### src/rtl/fib_sequencer.sv
// fib_sequencer: Fibonacci term generator with a rotating register bank, step handshake and overflow policy
module fib_sequencer #(
    parameter int WIDTH = 16,
    parameter int DEPTH = 3,
    parameter logic [WIDTH-1:0] SEED_A = '0,
    parameter logic [WIDTH-1:0] SEED_B = WIDTH'(1),
    parameter bit SAT_MODE = 1'b0
) (
    input  logic                       clk,
    input  logic                       reset,
    input  logic                       start,
    input  logic                       step,
    input  logic [15:0]                num_terms,
    output logic [WIDTH-1:0]           term,
    output logic [15:0]                term_idx,
    output logic                       term_valid,
    output logic                       busy,
    output logic                       done,
    output logic                       ovf,
    input  logic [$clog2(DEPTH)-1:0]   rd_addr,
    output logic [WIDTH-1:0]           rd_data
);
    localparam int AW = $clog2(DEPTH);
    typedef enum logic [2:0] {IDLE, SEED0, SEED1, RUN, DONE, OVF} state_t;
    state_t state, state_n;
    logic [WIDTH-1:0] bank [DEPTH];
    logic [WIDTH-1:0] bank_n [DEPTH];
    logic [WIDTH-1:0] term_n, wd;
    logic [15:0] idx_n, limit, limit_n;
    logic [AW-1:0] wp, wp_n, p1, p2, wp_inc;
    logic [WIDTH:0] sum;
    logic valid_n, ovf_n;
    assign p1 = (wp == '0) ? AW'(DEPTH - 1) : wp - AW'(1);
    assign p2 = (wp < AW'(2)) ? wp + AW'(DEPTH - 2) : wp - AW'(2);
    assign wp_inc = (wp == AW'(DEPTH - 1)) ? '0 : wp + AW'(1);
    assign sum = {1'b0, bank[p1]} + {1'b0, bank[p2]};
    assign wd = (sum[WIDTH] && SAT_MODE) ? '1 : sum[WIDTH-1:0];
    assign busy = state inside {SEED0, SEED1, RUN};
    assign done = state inside {DONE, OVF};
    assign rd_data = (32'(rd_addr) < DEPTH) ? bank[rd_addr] : '0;
    always_comb begin
        state_n = state;
        bank_n = bank;
        term_n = term;
        idx_n = term_idx;
        wp_n = wp;
        limit_n = limit;
        ovf_n = ovf;
        valid_n = 1'b0;
        if (start) begin
            state_n = SEED0;
            limit_n = num_terms;
            ovf_n = 1'b0;
        end else begin
            case (state)
                SEED0: begin
                    bank_n[0] = SEED_A;
                    term_n = SEED_A;
                    idx_n = 16'd0;
                    valid_n = 1'b1;
                    state_n = SEED1;
                end
                SEED1: begin
                    bank_n[1] = SEED_B;
                    term_n = SEED_B;
                    idx_n = 16'd1;
                    valid_n = 1'b1;
                    wp_n = AW'(2);
                    state_n = (limit <= 16'd2) ? DONE : RUN;
                end
                RUN: if (step) begin
                    bank_n[wp] = wd;
                    term_n = wd;
                    idx_n = term_idx + 16'd1;
                    valid_n = 1'b1;
                    wp_n = wp_inc;
                    ovf_n = ovf | sum[WIDTH];
                    // saturation stop wins over reaching the final index
                    state_n = (sum[WIDTH] && SAT_MODE) ? OVF : (idx_n == limit - 16'd1) ? DONE : RUN;
                end
                default: ;
            endcase
        end
    end
    always_ff @(posedge clk or posedge reset) begin
        if (reset) begin
            state <= IDLE;
            for (int i = 0; i < DEPTH; i++) bank[i] <= '0;
            term <= '0;
            term_idx <= '0;
            term_valid <= 1'b0;
            ovf <= 1'b0;
            wp <= '0;
            limit <= '0;
        end else begin
            state <= state_n;
            bank <= bank_n;
            term <= term_n;
            term_idx <= idx_n;
            term_valid <= valid_n;
            ovf <= ovf_n;
            wp <= wp_n;
            limit <= limit_n;
        end
    end
endmodule
### config.mk
export PLATFORM = sky130hd
export DESIGN_NAME = fib_sequencer
export DESIGN_NICKNAME = d
export VERILOG_FILES = /design/src/rtl/fib_sequencer.sv
export SDC_FILE = /design/constraint.sdc
export NUM_CORES = 1
export LEC_CHECK = 0
export CORE_ASPECT_RATIO = 1.1
export CORE_MARGIN = 3
export CORE_UTILIZATION = 39
export CTS_CLUSTER_DIAMETER = 120
export DETAILED_ROUTE_END_ITERATION = 6
export SYNTH_ARGS = -nofsm -noshare
export SYNTH_HDL_FRONTEND = slang
export SYNTH_SLANG_ARGS = --single-unit
### constraint.sdc
create_clock -name clk -period 8.3 [get_ports clk]
set_clock_uncertainty 0.2 [all_clocks]
set_input_delay 1.245 -clock clk [delete_from_list [all_inputs] [get_ports clk]]
set_output_delay 1.245 -clock clk [all_outputs]
set_load 0.02 [all_outputs]
==> out/qor.yml <==
dr.pass1.iters: 5
rows: 48
slew_headroom_pct: 30.8
holdBufCountCts: 0
fin_util_pct: 48.4
drt_iter0_markers: 333
max_freq_ghz: 0.196
crit_type: "input pin to output pin"
ys_ff_latch: 103
track_usage_pct: 19.4
seqPwrFrac_pct: 40.1
fillers: 1515
syn_to_final_growth_pct: 18.9
async_flop_share_pct: 100
start_kind: "input pin"
dp_hpwl_um: 12300
synth-edff-count: 0
period_minus_slack_ps: 5110
synth_ff_type: "dfrtp_1"
antenna_cells: 0
synth_nets: 732
root_buffer: "clkbuf_16"
grt_pass1_vias: 5372
sw_frac_of_total_pct: 33.6
p_switching_mw: 0.472
ys_warn_count: 0
wl_um: 17500
maxCapViolations: 0
arrival_ps: 3660
dr_total_vias: 5460
synthCells: 687
routedWlPerCell_um: 18.4
numCtsBuffers: 9
p_per_area_nw_per_um2: 181
worstSetupEndpointType: "output pin"
clkLatencyLatePin_ps: 360
peakVddDrop_mv: 0.113
grt_pass1_wl_um: 28300
start_util_pct: 40.7
drive_above_1_share_pct: 11.0
via_per_inst: 5.76
drc_errors: 0
clockPowerShare_pct: 32.6
ys_seq_area_share_pct: 39.5
total_leakage_power_nw: 3.32
clkSinkCount: 103
place_congestion: 0.870
rsz0062_at_grt: "no"
tritoncts: "done"
fin_hold_ws_ps: 289
yosysUniqueCellTypes: 53
cts_setup_buffers: 0
cp.required_ps: 6860
setup_viol: 0
core-area_um2: 16000
finalSetupTns_ps: 0
p_int_mw: 0.932
fin_nets: 789
cp_max_fo: 17
fin_crit_sh_pct: 61.5
hold_viol_final: 0
status: "complete, no violations"
cts.clk_slew.worst_paths_ps: 70
die_h_um: 142
antenna_left: 0
cts.repair.resized: 0
slew_viol_final: 0
grt_max_degree: 82
ios: 74
h-tree-depth: 3
avgSynthCellArea_um2: 9.49
comb_power_share_pct: 27.4
io_buffers: 73
worst_pin_slew_ps: 1040
grt.overflow.total: 0
die-area_um2: 18300
clockBufferDepth: 2
antenna_found_initial: 0
post_synth_instance_area_um2: 6520
die_w_um: 129
hp-class: "register to register"
==> worst max-delay path, stage by stage <==
cell and delay, ps:
clkdlybuf4s50_1 860, nor2b_1 450, buf_4 290, nand2_1 60, o21ai_0 100, clkdlybuf4s50_1 650
==> flip-flops by register name, indices dropped and copies added, names as in the netlist <==
name,flops
ovf,1
bank,48
term_valid,1
wp,2
limit,16
state,3
term,16
term_idx,16
==> layout by cell type (no fill, tap or decap), types with 3 or more instances in the layout <==
cell type	netlist	routed
nor4_1	6	6
xnor2_1	38	38
nor3_1	12	12
a21oi_1	21	21
dfrtp_1	103	103
mux2i_1	33	33
a22o_1	53	53
nand3_1	14	14
o21ai_0	76	76
and3_1	6	6
mux2_2	43	43
or2_2	3	3
ha_1	22	22
clkdlybuf4s50_1	0	73
buf_4	0	11
nand4_1	5	5
o31ai_1	13	13
xor2_1	11	11
clkbuf_16	0	9
or4_1	3	3
nor3b_1	3	3
inv_1	20	19
a31o_2	3	3
nand2_1	75	75
nor2_1	37	37
a32o_1	3	3
or3_1	3	3
a31oi_1	4	4
and4_1	4	4
o21a_1	3	3
nor2b_1	3	3
a21boi_0	3	3
and2_1	4	4
==> worst paths after layout <==
kind                             from     endpoint  slack [ps]  cells past startpoint
max                        rd_addr[0]  rd_data[14]        3190                      6
min                           term[1]      term[1]         290                      2
max reg2reg                     wp[0]     term[14]        3410                     17
min reg2reg                   term[1]      term[1]         290                      2
max in group asynchronous       reset     bank[41]        5570                      3
min in group asynchronous       reset     limit[3]         990                      2
==> stage by stage <==
| stage | cells | worst slack [ps] | total power [mW] | area [µm²] |
|---|---|---|---|---|
| global placement | 933 | 3340 | 0.950 | 7440 |
| global route | 948 | 2990 | 1.47 | 7760 |
| floorplan | 687 | 4150 | 0.835 | 6520 |
| detailed placement | 933 | 3200 | 0.957 | 7440 |
| CTS | 948 | 3170 | 1.42 | 7760 |
| finish | 948 | 3190 | 1.40 | 7760 |
==> layer usage <==
layer  GRT usage [%]  share of wire, %  vias up
li1                -                 -     2618
met4            5.97               2.1        0
met5               0                 0        -
met1            24.8                44     2668
met3            3.80               4.5       25
met2            33.0                49      149
==> power by group through the flow <==
| stage | registers, mW | clock network [mW] | logic (mW) |
|---|---|---|---|
| CTS | 0.563 | 0.469 | 0.387 |
| detailed placement | 0.572 | 0 | 0.385 |
| global route | 0.568 | 0.488 | 0.417 |
| global placement | 0.572 | 0 | 0.378 |
| finish | 0.563 | 0.457 | 0.385 |
| floorplan | 0.570 | 0 | 0.265 |
==> cell usage after synthesis (14+ instances only) <==
master	n	area [µm²]
a21oi_1	21	105
a22o_1	53	464
clkbuf_1	31	116
dfrtp_1	103	2580
ha_1	22	275
inv_1	20	75.1
mux2_2	43	484
mux2i_1	33	330
nand2_1	75	282
nand3_1	14	70.1
nor2_1	37	139
o21ai_0	76	380
xnor2_1	38	333
==> cell type report <==
class	instances	area [µm²]	area share, %
multi-input combinational	525	3720	48.0
sequential	103	2580	33.2
timing repair buffer	84	813	10.5
tap	200	250	3.23
clock buffer	10	229	2.95
clock inverter	5	83.8	1.08
inverter	21	81.3	1.05
==> kinds of logic after synthesis <==
group                    count (synthesis)  share of synthesized area, %
AO/OA/AOI/OAI                          195                          20.1
XOR/XNOR                                49                          6.58
adder cells (fa/ha/maj)                 23                          4.53
buffers and inverters                   59                          3.47
flip-flops                             103                          39.5
multiplexers                            76                          12.5
AND/OR/NAND/NOR                        182                          13.3
No activity file was read; power rests on OpenSTA's default activity.
